File: config.mk
export PLATFORM = sky130hd
export DESIGN_NAME = sdram_pattern_tester
export DESIGN_NICKNAME = d
export VERILOG_FILES = /design/src/rtl/sdram_pattern_tester.sv
export SDC_FILE = /design/constraint.sdc
export NUM_CORES = 1
export LEC_CHECK = 0
export BUFFER_PORTS_ARGS = -buffer_cell sky130_fd_sc_hd__buf_2
export CORE_MARGIN = 3
export CORE_UTILIZATION = 50
export CTS_CLUSTER_DIAMETER = 150
export DETAILED_ROUTE_END_ITERATION = 8
export PLACE_DENSITY_LB_ADDON = 0.05
export SKIP_CTS_REPAIR_TIMING = 1
export SLEW_MARGIN = 20
export SYNTH_ARGS = -nofsm -noshare
export SYNTH_HDL_FRONTEND = slang
export SYNTH_SLANG_ARGS = --single-unit
File: constraint.sdc
create_clock -name clk -period 6.2 [get_ports clk]
set_input_delay 0.31 -clock clk [delete_from_list [all_inputs] [get_ports clk]]
set_output_delay 0.31 -clock clk [all_outputs]
set_load 0.01 [all_outputs]
File: src/rtl/sdram_pattern_tester.sv
// SDRAM pattern exerciser: streams a generated pattern through the Avalon-MM write master,
// reads it back through the read master and compares. Optional LFSR pattern: SDRAM_TESTER_LFSR_EN.
module sdram_pattern_tester #(
    parameter int ADDRESSWIDTH = 28,
    parameter int DATAWIDTH    = 32
) (
    input  logic                    clk,
    input  logic                    reset,
    input  logic                    start,
    input  logic [ADDRESSWIDTH-1:0] base_addr,
    input  logic [15:0]             num_words,
    input  logic [DATAWIDTH-1:0]    seed,
    output logic                    ctl_wr_fixed_location,
    output logic [ADDRESSWIDTH-1:0] ctl_wr_write_base,
    output logic [ADDRESSWIDTH-1:0] ctl_wr_write_length,
    output logic                    ctl_wr_go,
    input  logic                    ctl_wr_done,
    output logic                    usr_wr_write_buffer,
    output logic [DATAWIDTH-1:0]    usr_wr_buffer_data,
    input  logic                    usr_wr_buffer_full,
    output logic                    ctl_rd_fixed_location,
    output logic [ADDRESSWIDTH-1:0] ctl_rd_read_base,
    output logic [ADDRESSWIDTH-1:0] ctl_rd_read_length,
    output logic                    ctl_rd_go,
    input  logic                    ctl_rd_done,
    output logic                    usr_rd_read_buffer,
    input  logic [DATAWIDTH-1:0]    usr_rd_buffer_data,
    input  logic                    usr_rd_data_available,
    output logic                    busy,
    output logic                    pass,
    output logic                    fail,
    output logic [15:0]             err_count,
    output logic [ADDRESSWIDTH-1:0] first_err_addr
);

    localparam int AW = ADDRESSWIDTH;
    localparam int DW = DATAWIDTH;
    localparam logic [DW-1:0] ONE_W = {{(DW-1){1'b0}}, 1'b1};

    typedef enum logic [2:0] {
        ST_IDLE     = 3'd0,
        ST_WR_GO    = 3'd1,
        ST_WR_FILL  = 3'd2,
        ST_WR_WAIT  = 3'd3,
        ST_RD_GO    = 3'd4,
        ST_RD_DRAIN = 3'd5,
        ST_DONE     = 3'd6
    } state_t;

    state_t          state_r;
    state_t          state_next_s;
    logic [15:0]     idx_r;
    logic [15:0]     num_words_r;
    logic [DW-1:0]   seed_r;
    logic [DW-1:0]   pattern_r;
    logic            wr_done_r;
    logic            rd_done_r;
    logic            start_ok_s;
    logic            push_s;
    logic            pop_s;
    logic            mismatch_s;

    function automatic logic [DW-1:0] pattern_first(input logic [DW-1:0] s);
`ifdef SDRAM_TESTER_LFSR_EN
        pattern_first = (s == {DW{1'b0}}) ? ONE_W : s;
`else
        pattern_first = s;
`endif
    endfunction

    function automatic logic [DW-1:0] pattern_next(input logic [DW-1:0] p);
`ifdef SDRAM_TESTER_LFSR_EN
        pattern_next = (p >> 1) ^ (p[0] ? DW'(32'h8020_0003) : {DW{1'b0}});
`else
        pattern_next = p + ONE_W;
`endif
    endfunction

    assign ctl_wr_fixed_location = 1'b0;
    assign ctl_rd_fixed_location = 1'b0;
    assign ctl_rd_read_base      = ctl_wr_write_base;
    assign ctl_rd_read_length    = ctl_wr_write_length;
    assign usr_wr_buffer_data    = pattern_r;

    // FIFO handshakes must respond in the same cycle as the full/available flags
    assign start_ok_s = start && ((state_r == ST_IDLE) || (state_r == ST_DONE));
    assign push_s     = (state_r == ST_WR_FILL) && !usr_wr_buffer_full && (idx_r < num_words_r);
    assign pop_s      = (state_r == ST_RD_DRAIN) && usr_rd_data_available && (idx_r < num_words_r);
    assign mismatch_s = pop_s && (usr_rd_buffer_data != pattern_r);
    assign usr_wr_write_buffer = push_s;
    assign usr_rd_read_buffer  = pop_s;

    // State register
    always_ff @(posedge clk) begin
        if (!reset) begin
            state_r <= ST_IDLE;
        end else begin
            state_r <= state_next_s;
        end
    end

    // Next-state decode
    always_comb begin
        state_next_s = state_r;
        case (state_r)
            ST_IDLE, ST_DONE: begin
                if (start) begin
                    state_next_s = (num_words == 16'd0) ? ST_DONE : ST_WR_GO;
                end else begin
                    state_next_s = state_r;
                end
            end
            ST_WR_GO:   state_next_s = ST_WR_FILL;
            ST_WR_FILL: begin
                if (push_s && (idx_r == (num_words_r - 16'd1))) begin
                    state_next_s = ST_WR_WAIT;
                end else begin
                    state_next_s = ST_WR_FILL;
                end
            end
            ST_WR_WAIT: begin
                if (wr_done_r || ctl_wr_done) begin
                    state_next_s = ST_RD_GO;
                end else begin
                    state_next_s = ST_WR_WAIT;
                end
            end
            ST_RD_GO:   state_next_s = ST_RD_DRAIN;
            ST_RD_DRAIN: begin
                if ((idx_r == num_words_r) && (rd_done_r || ctl_rd_done)) begin
                    state_next_s = ST_DONE;
                end else begin
                    state_next_s = ST_RD_DRAIN;
                end
            end
            default:    state_next_s = ST_IDLE;
        endcase
    end

    // Datapath, done latches and registered status outputs
    always_ff @(posedge clk) begin
        if (!reset) begin
            idx_r               <= 16'd0;
            num_words_r         <= 16'd0;
            seed_r              <= {DW{1'b0}};
            pattern_r           <= {DW{1'b0}};
            wr_done_r           <= 1'b0;
            rd_done_r           <= 1'b0;
            ctl_wr_write_base   <= {AW{1'b0}};
            ctl_wr_write_length <= {AW{1'b0}};
            ctl_wr_go           <= 1'b0;
            ctl_rd_go           <= 1'b0;
            busy                <= 1'b0;
            pass                <= 1'b0;
            fail                <= 1'b0;
            err_count           <= 16'd0;
            first_err_addr      <= {AW{1'b0}};
        end else begin
            ctl_wr_go <= (state_next_s == ST_WR_GO);
            ctl_rd_go <= (state_next_s == ST_RD_GO);
            busy      <= (state_next_s != ST_IDLE) && (state_next_s != ST_DONE);
            if (start_ok_s) begin
                idx_r               <= 16'd0;
                num_words_r         <= num_words;
                seed_r              <= seed;
                pattern_r           <= pattern_first(seed);
                wr_done_r           <= 1'b0;
                rd_done_r           <= 1'b0;
                ctl_wr_write_base   <= {base_addr[AW-1:2], 2'b00};
                ctl_wr_write_length <= AW'({num_words, 2'b00});
                pass                <= (num_words == 16'd0);
                fail                <= 1'b0;
                err_count           <= 16'd0;
                first_err_addr      <= {AW{1'b0}};
            end else begin
                case (state_r)
                    ST_WR_FILL: begin
                        if (ctl_wr_done) wr_done_r <= 1'b1;
                        if (push_s) begin
                            idx_r     <= idx_r + 16'd1;
                            pattern_r <= pattern_next(pattern_r);
                        end
                    end
                    ST_WR_WAIT: begin
                        if (ctl_wr_done) wr_done_r <= 1'b1;
                        if (state_next_s == ST_RD_GO) idx_r <= 16'd0;
                    end
                    ST_RD_GO: begin
                        pattern_r <= pattern_first(seed_r);
                    end
                    ST_RD_DRAIN: begin
                        if (ctl_rd_done) rd_done_r <= 1'b1;
                        if (pop_s) begin
                            idx_r     <= idx_r + 16'd1;
                            pattern_r <= pattern_next(pattern_r);
                        end
                        if (mismatch_s) begin
                            if (err_count != 16'hFFFF) err_count <= err_count + 16'd1;
                            if (err_count == 16'd0) begin
                                first_err_addr <= ctl_wr_write_base + AW'({idx_r, 2'b00});
                            end
                        end
                        // Final count is stable here: the exit needs idx==num_words from an earlier pop
                        if (state_next_s == ST_DONE) begin
                            pass <= (err_count == 16'd0);
                            fail <= (err_count != 16'd0);
                        end
                    end
                    default: begin
                        idx_r <= idx_r;
                    end
                endcase
            end
        end
    end

endmodule

# Word-level counts from Yosys, hierarchy flattened
# Index checks and enable logic that the tools add are counted.
[word_totals]
regBits = 176
wordCells = 91
[classes]
bitwise = 1
reduce_logical = 33
order_cmp = 1
eq_ne = 19
muxes = 17
add_sub_neg = 5
[ops]
columns = ["op", "n"]
rows = [
  ["2-to-1 mux 32 bit", 3],
  ["case mux 32 bit (3 select lines)", 1],
  ["2-to-1 mux 16 bit", 3],
  ["case mux 16 bit (3 select lines)", 1],
  ["adder 16 x 1 -> 16 bit (second input constant)", 2],
  ["adder 32 x 1 -> 32 bit (second input constant)", 1],
  ["== test 16 bit", 2],
  ["logical NOT 16 bit", 2],
  ["inequality test 32 bit", 1],
  ["adder 28 x 18 -> 28 bit", 1],
  ["case mux 3 bit (6 select lines)", 1],
  ["< comparator 16 bit", 1],
  ["inequality test 16 bit (second input constant)", 1],
  ["nonzero test 16 bit", 1],
  ["subtractor 16 x 1 -> 16 bit (second input constant)", 1],
  ["== test 3 bit (second input constant)", 5],
  ["logical AND 1 bit", 9],
  ["2-to-1 mux 3 bit", 3],
  ["inequality test 3 bit (second input constant)", 3],
  ["AND reduction 3 bit", 3],
  ["AND reduction 2 bit", 4],
  ["== test 3 x 1 -> 1 bit (second input constant)", 2],
  ["== test 3 x 2 -> 1 bit (second input constant)", 2],
  ["inequality test 2 bit (second input constant)", 3],
  ["other kinds (11)", 20],
]

# Depth between registers and ports, before layout
[logic_depth]
depth_word = 10
ltp_mapped = 10
depth_no_buf = 10

# Worst setup path before layout
# No wires, ideal clock.
[synth_timing]
kind = "flip-flop to flip-flop"
startpoint = "reg num_words_r[13]"
endpoint = "reg first_err_addr[22]"
setup_slack_ps = 3585
path_buffers = 2
arrival_time_ps = 2529
required_time_ps = 6114
stages_incl_launch_ff = 11
cell_sequence = "dfxtp_1 -> inv_1 -> ha_1 -> nand4_1 -> nor4_2 -> o21ai_0 -> nand4b_1 -> nor3_1 -> buf_2 -> buf_2 -> a211oi_1"
[synth_between]
elab_chain_cells = 4
[synth_rtl]
columns = ["element", "line_no", "text"]
rows = [
  ["start, declared", "53", "logic [15:0] num_words_r;"],
  ["start signal, assigned", "164", "num_words_r <= num_words;"],
  ["< comparator 16 bit", "88", "assign pop_s = (state_r == ST_RD_DRAIN) && usr_rd_data_available && (idx_r < num_words_r);"],
  ["logical AND 1 bit", "88", ""],
  ["logical AND 1 bit", "89", "assign mismatch_s = pop_s && (usr_rd_buffer_data != pattern_r);"],
  ["AND reduction 3 bit (no line)", "n/a", ""],
  ["end signal, assigned", "157", "first_err_addr <= {AW{1'b0}};"],
  ["end signal, assigned", "174", "first_err_addr <= {AW{1'b0}};"],
  ["end signal, assigned", "200", "first_err_addr <= ctl_wr_write_base + AW'({idx_r, 2'b00});"],
  ["end, declared", "33", "output logic [ADDRESSWIDTH-1:0] first_err_addr"],
]
# Every way passes these cells.
# A chain may end at the register's enable or synchronous reset.

# Worst setup path after layout
[layout_timing]
startpoint = "reg num_words_r[14]"
endpoint = "out usr_rd_read_buffer"
[layout_between]
elab_chain_cells = 2
[layout_rtl]
columns = ["element", "line_no", "text"]
rows = [
  ["< comparator 16 bit", "88", ""],
  ["logical AND 1 bit", "88", ""],
  ["end, declared", "26", "output logic usr_rd_read_buffer,"],
]
# Every way passes these cells.

==> results.md <==
- Post-synth EDFFs: 0
- Setup ws final: 2.83 ns
- Worst reg2reg setup slack: 2.95 ns
- Final critical delay including setup and external delays: ~3.4 ns
- NetSw: roughly 0.00094 W
- Worst-path fanout max: 8
- Clock tree skew after final layout: 0.0121 ns
- Stages on the worst setup path: 8
- Count of unique library cells instantiated by Yosys: 68
- Post-synthesis adder-cell area fraction: 0.0462
- Synthesized-area fraction occupied by ao, oa, aoi and oai cells: 0.182
- First-pass DRT Iterations: 5
- Global-route congestion overflow total: 0
- Tot GR Track Use: 0.253
- Post-Synth Simple-Gate Area: 0.245
- Clock root buffer: clkbuf_16
- Cells on Worst Hold Path: 3
- Multi-input gate area in the final layout: about 6100 um2
- Net total in the final layout: 1718
- Routed len/inst: 15.8 um
- Worst Tran Pin Value: 0.927 ns
- Share of cell area taken by muxes after synthesis: 0.0172
- Number of buffers and inverters on the critical path: 3
- Crit end category: output port
- Pre-CTS setup slack: 2.98 ns
- Placed insts: 1816
- Path class of the lowest-slack min-delay path: input pin to flop
- Maximum number of pins on one net before global-route repair: 83
- Number of primary I/O pins: 312
- Violation count after the first detailed-route iteration: 642
- Core ar.: 20400 um2
- Power share of the combinational group: 0.206
- Post-Syn Instances: 1370
- Top delay family on crit path: simple AND/OR/NAND/NOR gates
- Num Clock Sinks: approximately 170
- Main area contributors after synthesis: dfxtp_1, nand2_1, a21oi_1, buf_4, ha_1
- H-tree lvl count: 4
- Cell seen most often among critical-path stages: inv_1
- Initial cell density of the core: 0.513
- FF+latch area: 3480 um2
- Number of global-route vias before repair: 9295
- Power density over the cells: 241 nW/um2
- Async set-or-reset flop fraction in the synthesized netlist: 0
- Switching power share of the total: 0.322
- Cells traversed along the worst timing path: inv_1 > ha_1 > nand4_1 > nor4_2 > o21ai_0 > nand4b_1 > inv_1 > buf_2
- Kind of start point of the critical path: flop
- R2r startpoint: num_words_r[14]
- Final critical-path share of the clock period: 0.544
- Setup TNS after final layout: 0 ns
- Critical path arrival: 3.06 ns
- FP Rows: 52
- Final Hold Viols: 0
- Fraction of power consumed by the clock network: 0.352
- Stage delay of the slowest cell on the critical path: 0.54 ns
- Initial antenna violation count: 3
- Outcome: completed
- Clk slew on worst S/H paths: 0.07 ns
- Number of buffers inserted during clock tree synthesis: 17
- Data required, critical path: 5.89 ns
- Maximum capacitance violations: 0
- Total of flip-flops plus latches after synthesis: around 170
- Number of routed nets with antenna violations: 0
- Worst Setup SP: num_words_r[14]
- Critical register-to-register path endpoint: err_count[13]
- Library cell contributing the largest single delay on the critical path: nor4_2
- Die boundary height: 151 um
- Die area: 22700 um2
- Area Growth Syn to Fin: 16.1%
- Slew margin rel.: 0.382
- R2r worst-path depth: 10
- Leakage power of the design: between 5 and 6 nW
- Worst-Skew Late Latency: 0.43 ns
- Total of endpoints with negative setup slack in the final report: 0
- Sequential share of power: 0.442
- Area leader, netlist: dfxtp_1
- Final count of pins violating max slew: 0
- Vias/cell: 5.47
- Post-Synth XOR/XNOR Area: 0.0838
- Critical Path End: usr_rd_read_buffer
- Kind of critical path: flop to output port
- Syn Area/Cell: 7.63 um2
- Maximum clock frequency: 297 MHz
- Proportion of synthesized chip area in sequential cells: 0.333
- Finished Layout Cells: between 1500 and 2000
- Area share of the leading cell type in the synthesized netlist: 0.333
- Summed instance area of the synthesized netlist: between 10000 and 15000 um2
- Placed wire-length estimate: around 21 mm
- Synth Flop Type: dfxtp_1
- Maximum buffer depth of the clock tree: 2
- Worst voltage drop across the vdd grid: 0.175 mV
- Die X-Extent: 151 um
- Fraction of final layout cells sized beyond drive strength 1: 0.220
- Unrepaired setup endpoints after global routing: false
- First-pass GRT wire length: 46.6 mm
- Number of buffer cells added on primary ports: 277
- Number of warnings reported in the yosys synthesis log: 0
- Total internal power: 0.00199 W
- Combinational family with the most area after synthesis: simple AND/OR/NAND/NOR gates
- Total via count after detailed routing: approximately 10000
- Post-route DRC violation count: 0
- Gp weighted congestion: 0.901
- Routed wire length: 29.2 mm
- TritonCTS clock tree: built
- Fill cell total of the finished layout: 1957
cell type report:
class | count | share of cell area
Timing Repair Buffer | 288 | 0.121
Tap cell | 270 | 0.0278
Clock buffer | 19 | 0.0365
Multi-Input combinational cell | 1047 | 0.506
Clock inverter | 13 | 0.00948
Inverter | 37 | 0.0115
Sequential cell | 174 | 0.287
Antenna cell | 3 | 0.000618
per-stage QoR:
stage,util,power [W],area (um2),hold slack (ns)
after floorplan,-,0.00174,10600,0.436
after global placement,0.568,0.00192,11600,0.441
after CTS,0.596,0.00295,12100,0.101
after detailed placement,0.568,0.00192,11600,0.447
after global routing,0.596,0.00308,12100,0.114
final,0.596,0.00293,12100,0.113
worst reg2reg max path: cells and delay by family (launching register included):
kind,cells,cell delay [ns]
flops,1,0.51
mux,1,0.11
compound gates,1,0.31
fa+ha+maj,1,0.31
buf+inv,2,0.35
simple gates,5,1.55
per-layer routing:
metal | share of wire | wire length [um] | global-route usage | up-vias
met2 | 0.46 | 13500 | 0.412 | 331
met1 | 0.45 | 13000 | 0.336 | 4658
met4 | 0.026 | 752 | 0.0943 | 4
met3 | 0.065 | 1890 | 0.0443 | 48
met5 | 0.0012 | 34 | 0 | -
li1 | - | - | - | 5088
synth_stat cells, drive strengths merged (9+ instances only):
cell type,instances
a211oi,16
a21oi,134
a31o,10
a31oi,24
and2,10
and3,14
buf,89
clkbuf,54
dfxtp,174
ha,37
inv,37
mux2i,18
nand2,256
nand2b,9
nand3,50
nand4,29
nor2,95
nor2b,10
nor3,24
nor4,24
o2111ai,12
o21ai,50
o22ai,9
xnor2,50
xor2,50
cells in the final DEF, fill, tap and decap left out, drive strengths merged, types with 29 or more instances in the layout:
cell type,n
conb,32
dfxtp,174
a21oi,134
nand2,256
nand3,50
o21ai,50
xor2,50
ha,37
nand4,29
nor2,95
inv,39
buf,288
xnor2,50
state kept, by name (all words and copies together) (netlist names):
signal,count
seed_r,32
usr_wr_buffer_data,32
ctl_rd_read_base,26
first_err_addr,26
err_count,16
idx_r,16
num_words_r,16
state_r,3
busy,1
ctl_rd_go,1
ctl_wr_go,1
fail,1
pass,1
rd_done_r,1
wr_done_r,1
cells by family after synthesis:
family          Yosys count
other cells               1
fa+ha+maj                38
flops                   174
simple gates            551
mux                      18
xor+xnor                100
compound gates          308
buf+inv                 180
power groups by stage:
stage                     registers (W)  clock network [W]  logic (W)
final                           0.00130            0.00103   0.000605
after global routing            0.00131            0.00109   0.000678
after CTS                       0.00129            0.00105   0.000609
after detailed placement        0.00132                  0   0.000606
after global placement          0.00132                  0   0.000600
after floorplan                 0.00130                  0   0.000437
worst min path at each step:
| stage | from | endpoint | slack [ns] |
|---|---|---|---|
| CTS | base_addr[27] | ctl_rd_read_base[27] | 0.10 |
| global placement | seed_r[17] | seed_r[17] | 0.44 |
| global route | base_addr[27] | ctl_rd_read_base[27] | 0.11 |
| detailed placement | seed_r[1] | seed_r[1] | 0.45 |
| floorplan | seed_r[10] | seed_r[10] | 0.44 |
| finish | base_addr[3] | ctl_rd_read_base[3] | 0.11 |
Note: power is estimated with default switching activity, not from simulation.
